===== src/rtl/instr_fetch_unit.sv =====
// IF-stage fetch unit: issues sequential addresses to a 1-cycle synchronous
// instruction memory and buffers returned PC/instruction pairs in a 2-entry FIFO.
module instr_fetch_unit #(
    parameter logic [31:0] RESET_PC  = 32'h0000_0000,
    parameter logic [31:0] NOP_INSTR = 32'h0000_0013
) (
    input  logic        clk,
    input  logic        rst,
    output logic [31:0] imem_pc,
    input  logic [31:0] imem_instr,
    output logic        if_valid,
    output logic [31:0] if_pc,
    output logic [31:0] if_instr,
    input  logic        if_stall,
    input  logic        br_taken,
    input  logic [31:0] br_target,
    output logic        fetch_err
);

    typedef enum logic [0:0] {
        ST_RUN  = 1'b0,
        ST_HALT = 1'b1
    } state_t;

    state_t      state_r;
    logic        fetch_err_r;
    logic [31:0] pc_r;
    logic        inflight_valid_r;
    logic [31:0] inflight_pc_r;
    logic [1:0]  count_r;
    logic        valid_r;
    logic [31:0] head_pc_r;
    logic [31:0] head_instr_r;
    logic [31:0] tail_pc_r;
    logic [31:0] tail_instr_r;

    logic        pop_s;
    logic        push_s;
    logic        run_s;
    logic        redirect_s;
    logic        misalign_s;
    logic        issue_s;
    logic [2:0]  occupancy_s;

    // Handshake decode and fetch credit: buffered + in-flight after this pop must leave room.
    always_comb begin
        pop_s       = valid_r & ~if_stall;
        push_s      = inflight_valid_r;
        run_s       = (state_r == ST_RUN);
        redirect_s  = run_s & br_taken;
        misalign_s  = (br_target[1:0] != 2'b00);
        occupancy_s = {1'b0, count_r} + {2'b00, inflight_valid_r} - {2'b00, pop_s};
        issue_s     = run_s & ~br_taken & (occupancy_s < 3'd2);
    end

    // Fetch FSM, in-flight tracking and FIFO storage with registered decode outputs.
    always_ff @(posedge clk or negedge rst) begin
        if (!rst) begin
            state_r          <= ST_RUN;
            fetch_err_r      <= 1'b0;
            pc_r             <= RESET_PC;
            inflight_valid_r <= 1'b0;
            inflight_pc_r    <= 32'h0000_0000;
            count_r          <= 2'd0;
            valid_r          <= 1'b0;
            head_pc_r        <= 32'h0000_0000;
            head_instr_r     <= NOP_INSTR;
            tail_pc_r        <= 32'h0000_0000;
            tail_instr_r     <= 32'h0000_0000;
        end else begin
            inflight_pc_r <= pc_r;
            if (redirect_s) begin
                // Redirect outranks pop/push/issue; the in-flight word is dropped.
                inflight_valid_r <= 1'b0;
                count_r          <= 2'd0;
                valid_r          <= 1'b0;
                head_instr_r     <= NOP_INSTR;
                if (misalign_s) begin
                    state_r     <= ST_HALT;
                    fetch_err_r <= 1'b1;
                end else begin
                    pc_r <= br_target;
                end
            end else begin
                inflight_valid_r <= issue_s;
                if (issue_s) begin
                    pc_r <= pc_r + 32'd4;
                end
                case ({push_s, pop_s})
                    2'b10: begin
                        if (count_r == 2'd0) begin
                            head_pc_r    <= inflight_pc_r;
                            head_instr_r <= imem_instr;
                            valid_r      <= 1'b1;
                        end else begin
                            tail_pc_r    <= inflight_pc_r;
                            tail_instr_r <= imem_instr;
                        end
                        count_r <= count_r + 2'd1;
                    end
                    2'b01: begin
                        if (count_r == 2'd2) begin
                            head_pc_r    <= tail_pc_r;
                            head_instr_r <= tail_instr_r;
                        end else begin
                            head_instr_r <= NOP_INSTR;
                            valid_r      <= 1'b0;
                        end
                        count_r <= count_r - 2'd1;
                    end
                    2'b11: begin
                        if (count_r == 2'd2) begin
                            head_pc_r    <= tail_pc_r;
                            head_instr_r <= tail_instr_r;
                            tail_pc_r    <= inflight_pc_r;
                            tail_instr_r <= imem_instr;
                        end else begin
                            head_pc_r    <= inflight_pc_r;
                            head_instr_r <= imem_instr;
                        end
                    end
                    default: begin
                        count_r <= count_r;
                    end
                endcase
            end
        end
    end

    assign imem_pc   = pc_r;
    assign if_valid  = valid_r;
    assign if_pc     = head_pc_r;
    assign if_instr  = head_instr_r;
    assign fetch_err = fetch_err_r;

endmodule


===== config.mk =====
export PLATFORM = sky130hd
export DESIGN_NAME = instr_fetch_unit
export DESIGN_NICKNAME = d
export VERILOG_FILES = /design/src/rtl/instr_fetch_unit.sv
export SDC_FILE = /design/constraint.sdc
export NUM_CORES = 1
export LEC_CHECK = 0
export ABC_AREA = 1
export CAP_MARGIN = 20
export CORE_MARGIN = 2
export CORE_UTILIZATION = 57
export DETAILED_ROUTE_END_ITERATION = 8
export PLACE_DENSITY = 0.86
export SYNTH_ARGS = -nofsm -noshare
export SYNTH_HDL_FRONTEND = slang
export SYNTH_SLANG_ARGS = --single-unit

===== constraint.sdc =====
create_clock -name clk -period 3.9 [get_ports clk]
set_input_delay 0.39 -clock clk [delete_from_list [all_inputs] [get_ports clk]]
set_output_delay 0.39 -clock clk [all_outputs]
set_load 0.02 [all_outputs]

# Yosys cells after proc, flatten, opt, wreduce, memory -nomap -nowiden

Index checks and enable logic that the tools add are counted.

Add/sub/neg operators: 5
Multiplexer cells: 25
Equal/unequal tests: 11
Bitwise gates (word level): 8
Reductions and logical operators: 13
$lt $le $gt $ge: 1

Operators with widths:

| kind                                                                  | number |
|---|---|
| 32-bit 2-to-1 mux                                                     | 14 |
| 32-bit one-hot mux with 3 select lines                                | 2 |
| 32-bit one-hot mux with 2 select lines                                | 2 |
| 32-bit by 3-bit adder with 32-bit output (second input constant)      | 1 |
| 2-bit inequality test (second input constant)                         | 5 |
| 4-bit AND reduction                                                   | 2 |
| 2-bit == test (second input constant)                                 | 3 |
| 3-bit inequality test (second input constant)                         | 2 |
| 2-bit AND reduction                                                   | 3 |
| 2-bit nonzero test                                                    | 3 |
| 3-bit nonzero test                                                    | 2 |
| 1-bit AND                                                             | 4 |
| 1-bit 2-to-1 mux                                                      | 4 |
| 1-bit inverter                                                        | 4 |
| 2-bit one-hot mux with 2 select lines                                 | 1 |
| 4-bit nonzero test                                                    | 1 |
| 2-bit by 1-bit adder with 3-bit output                                | 1 |
| 3-bit by 2-bit < comparator with 1-bit output (second input constant) | 1 |
| 3-bit AND reduction                                                   | 1 |
| 3-bit by 1-bit subtractor with 3-bit output                           | 1 |
| 2-bit by 1-bit adder with 2-bit output (second input constant)        | 1 |
| 2-bit by 1-bit == test with 1-bit output (second input constant)      | 1 |
| 2-bit zero test                                                       | 1 |
| 2-bit 2-to-1 mux                                                      | 1 |
| other kinds (2)                                                       | 2 |

Output and inout bits: 98
Input bits: 68
Word-level logic and storage cells: 73
Bits in registers: 197

# Logic depth before layout (Yosys ltp)

Depth after elaboration: 7
Mapped depth: 15
Mapped depth without buffers: 14

# Worst setup path after synthesis

OpenSTA, ideal clock, no wires.

Path kind: register -> register
From: register valid_r, in the netlist if_valid
To: register pc_r[14], in the netlist imem_pc[14]
Library setup time: 0.126 ns
Stages on the path, launching flop included: 16
Data required time: 3.774 ns
Path slack: 1.566 ns
Arrival time: 2.207 ns
Path buffers: 1
Period minus slack after synthesis: 2.334 ns
Cells stage by stage: dfrtp_1 > inv_2 > nor2_4 > inv_2 > nor2_1 > o21ai_0 > fa_1 > nand2_1 > nor2_1 > nand2_1 > nand2_1 > inv_1 > clkbuf_1 > nor2_1 > nand2_1 > o21ai_0

Cells in the longest elaborated chain, start to end: 6

Ends and longest elaborated chain:

| element                                       | line | RTL |
|---|---|---|
| start: declaration                            | 31   | `logic valid_r;` |
| start signal: assignment                      | 65   | `valid_r <= 1'b0;` |
| start signal: assignment                      | 76   | `valid_r <= 1'b0;` |
| start signal: assignment                      | 94   | `valid_r <= 1'b1;` |
| 1-bit AND                                     | 47   | `pop_s = valid_r & ~if_stall;` |
| 3-bit by 1-bit subtractor with 3-bit output   | 52   | `occupancy_s = {1'b0, count_r} + {2'b00, inflight_valid_r} - {2'b00, pop_s};` |
| 3-bit by 2-bit < comparator with 1-bit output | 53   | `issue_s = run_s & ~br_taken & (occupancy_s < 3'd2);` |
| 1-bit AND                                     | 53   |  |
| 2-bit nonzero test (no source line)           | -    |  |
| 2-bit AND reduction (no source line)          | -    |  |
| end signal: assignment                        | 82   | `pc_r <= br_target;` |
| end signal: assignment                        | 87   | `pc_r <= pc_r + 32'd4;` |
| end: declaration                              | 27   | `logic [31:0] pc_r;` |

No other way between the ends.
A chain may end at the register's enable or synchronous reset.

# Worst setup path after layout

From: register valid_r, in the netlist if_valid
To: register pc_r[18], in the netlist imem_pc[18]

Same word-level chain as after synthesis.

==> results <==
- The run finished with clean final reports.
- For this run the aggregate overflow at the end of global routing stands at 0.
- The initial utilization of the core area, before any placement, comes to between 50% and 60%.
- The via-per-instance ratio is 5.32.
- The final count of hold timing violations is 0.
- In the final routed layout, each cell accounts on average for 14.5 um.
- For this run, design rule violations remaining after detail routing come to 0.
- The via count of the first global-routing pass came to between 7k and 8k.
- Clock tree synthesis selected as its root buffer the cell clkbuf_16.
- The die outline height is 131 um.
- The pre-antenna-repair detailed-routing pass consisted of 8 iterations.
- The endpoint type of the worst setup path is a register.
- Synthesis instantiated 33 different standard cells from the library.
- During I/O placement, the number of pins put on the boundary was 166.
- In this run the static leakage power is approximately 5.4 nW.
- Headroom to the max-slew limit came out at between 40% and 50%.
- The flip-flop and latch count after synthesis is approximately 200.
- After technology mapping, the gate count stands at between 1k and 1.5k.
- The data arrival time of the worst path is 3120 ps.
- At the pin with the least slew margin, the transition time is 896 ps.
- Post-CTS timing repair inserted 0 buffers for setup.
- The clock tree from TritonCTS is built.
- Summing all flip-flop and latch instances after layout gives about 5000 um2.
- Of the synthesized area, sequential elements account for ~54%.
- The mapped netlist covers 9160 um2.
- The number of clock buffers added by TritonCTS is 17.
- Setup repair after global routing left no endpoint under its margin.
- The class of the tightest hold or removal check is input pin to asynchronous set/reset pin.
- The combinational share of power is 8.6%.
- VDD sags by at most 0.328 mV.
- The core region is 15800 um2.
- The summed negative setup slack over all endpoints is 0 ps.
- The final count of pins violating max slew came to 0.
- The final worst clock skew is slightly below 8 ps.
- The synthesis-to-layout area growth is 25.7%.
- The pin count of the biggest net entering global routing is roughly 130.
- The internal power of the cells is 3.37 mW.
- The total power density per cell area is 377 nW/um2.
- The initial antenna violation count was 0.
- Ranked by total cell area, the synthesized netlist is headed by dfrtp_1 53%, nand2_1 12%, o21ai_0 10%, inv_1 7.0%, nand3_1 5.7%.
- The die is between 100 and 150 um wide.
- The placer's final routability congestion estimate is just over 0.9.
- The first-pass GRT wire length is about 36 mm.
- Clock-pin slew was measured on the worst setup and hold paths at 70 ps.
- The cell type with the highest aggregate area in the netlist is dfrtp_1.
- The number of vias after detailed routing is 8078.
- The most common flop cell mapped by yosys is dfrtp_1.
- The hold buffer count at cts is 0.
- Net switching is 22.4% of the power.
- The final setup violation count is 0.
- The filler cells instantiated in the layout total 1232.
- The share of layout cells above drive strength 1 is approximately 4.6%.
- The commonest cells after synthesis are 282 x nand2_1, 194 x dfrtp_1, 183 x o21ai_0.
- Clock tree synthesis found a total of roughly 200 sinks.
- During placement, the flow inserted port buffers numbering 165.
- Dividing the synthesized area by the synthesized cell count gives about 8 um2.
- STA classifies the critical path startpoint as a register.
- The net switching component of the power is about 970 uW.
- The worst setup path category is register to register.
- At the end of the flow, the number of nets in the layout was roughly 1.4k.
- The count of inserted antenna diode cells is 0.
- The multi-input combinational cells in the finished layout cover a total of about 3300 um2.
- The die area is 17100 um2.
- The initialized floorplan defines 46 standard-cell rows.
- The residual antenna-violating net count after detailed routing is 0.
- The warning count from the yosys run is 0.
- The number of enable-type register cells in the synthesized netlist is 0.
- The HPWL after detailed placement is 14.5 mm.
- For the worst-skew pair, the clock arrives at the later sink with an insertion delay of ~430 ps.
- The longest clock path from root to sink contains 2 buffers.
- The share of total power dissipated in sequential elements is roughly 50%.
- The minimum period implied by the final worst setup slack is ~2800 ps.
- The highest achievable clock rate is about 0.36 GHz.
- The H-tree depth is 4.
- In this run the worst path has a maximum fanout of 31.
- The max-cap check violation count is 0.
- The post-route clock period utilization is 71.9%.
- The routed design has about 22 mm of wire.
- After the first detailed-routing iteration, the DRC count stood at 787.
- The power share of the clock group is between 40% and 50%.
- The most common cell in the netlist is nand2_1.
- Counting every net in the synthesized netlist gives 1224.
- The global routing usage summed across all routing layers is between 20% and 30%.
- At the worst endpoint, the required time is roughly 4200 ps.
- The share of flip-flops with an asynchronous set or reset is 100%.
- Summing internal, switching and leakage power gives roughly 4.3 mW.
- Post-CTS repair changed the size of 0 cells.
- The synthesized design devotes to its leading area cell type 53.0% of total area.
[path summary, 6_finish.rpt]
kind,from,end,slack (ps),cells past startpoint
worst max-delay path,if_valid,imem_pc[18],1100,14
worst min-delay path,rst,imem_pc[11],20,1
worst max register to register,if_valid,imem_pc[18],1100,14
worst min register to register,imem_pc[0],inflight_pc_r[0],430,0
max in group asynchronous,rst,inflight_pc_r[1],2900,2
min in group clk,imem_pc[0],inflight_pc_r[0],430,0
[power by group through the flow]
| stage | combinational, mW | sequential, mW | clock [mW] |
|---|---|---|---|
| CTS | 0.378 | 2.15 | 1.84 |
| global route | 0.411 | 2.16 | 1.92 |
| finish | 0.373 | 2.15 | 1.82 |
| detailed placement | 0.374 | 2.19 | 0 |
| floorplan | 0.0877 | 2.23 | 0 |
| global placement | 0.368 | 2.19 | 0 |
[cell type report]
type / count / share of cell area (%)
Sequential cell: 197 / 42.8
Multi-Input combinational cell: 726 / 28.5
Timing Repair Buffer: 175 / 15.3
Inverter: 172 / 5.60
Clock buffer: 23 / 4.32
Tap cell: 216 / 2.35
Clock inverter: 8 / 1.05
[cells in the final DEF (no fill, tap or decap), types with 2 or more instances in the layout]
master	n
o21ai_0	183
nor2_1	81
clkinv_2	3
buf_4	7
clkbuf_16	17
nand2_1	282
and2_1	2
o21ai_1	28
buf_12	3
nor2_4	3
dfrtp_1	194
nor2_2	4
inv_1	169
o22ai_1	2
clkdlybuf4s50_1	164
o221ai_1	3
bufinv_16	3
nand2_2	4
inv_2	3
o21bai_1	2
clkbuf_8	6
nand3_1	104
a31oi_1	2
a21oi_1	15
o211ai_1	2
dfstp_2	3
[flip-flops by register name (all words and copies together) (netlist names)]
signal,cells
fetch_err,1
tail_pc_r,32
if_pc,32
tail_instr_r,32
inflight_valid_r,1
if_valid,1
imem_pc,32
if_instr,32
inflight_pc_r,32
count_r,2
[metal layers]
metal  GRT usage, %  share of wire (%)
met5              0                  0
met4           9.51                2.4
met3           4.85                5.6
met2           39.5                 47
met1           39.4                 45
[stage by stage]
| stage | instances | setup WS, ps | util (%) | hold slack, ps | area, um2 |
|---|---|---|---|---|---|
| finish | 1517 | 1100 | 73.0 | 18.0 | 11500 |
| global route | 1517 | 751 | 73.0 | 135 | 11500 |
| CTS | 1517 | 1100 | 73.0 | 96.0 | 11500 |
| detailed placement | 1486 | 709 | 69.1 | 405 | 10900 |
| global placement | 1486 | 776 | 69.1 | 413 | 10900 |
| floorplan | 1154 | 1570 | - | 94.4 | 9160 |
[critical path: stages, from the launching register on]
cell and delay (ps):
dfrtp_1 400, inv_2 60, nor2_4 160, inv_2 110, nor2_1 180, o21ai_0 130, fa_1 460, nand2_1 80
nor2_1 40, nand2_1 70, nand2_1 60, inv_1 650, nor2_1 100, nand2_1 100, o21ai_0 70
[cell families (layout without fill, tap and decap cells)]
logic type                 count (synthesis)  after routing  synth area share, %
and+or+nand+nor                          483            483                 21.8
AOI/OAI and AO/OA                        239            239                 13.5
buffers and inverters                    231            378                 10.3
DFF                                      197            197                 53.8
adders and majority gates                  2              2                0.355
xor gates and xnor gates                   2              2                0.191
Power figures use the tool's default switching activity.
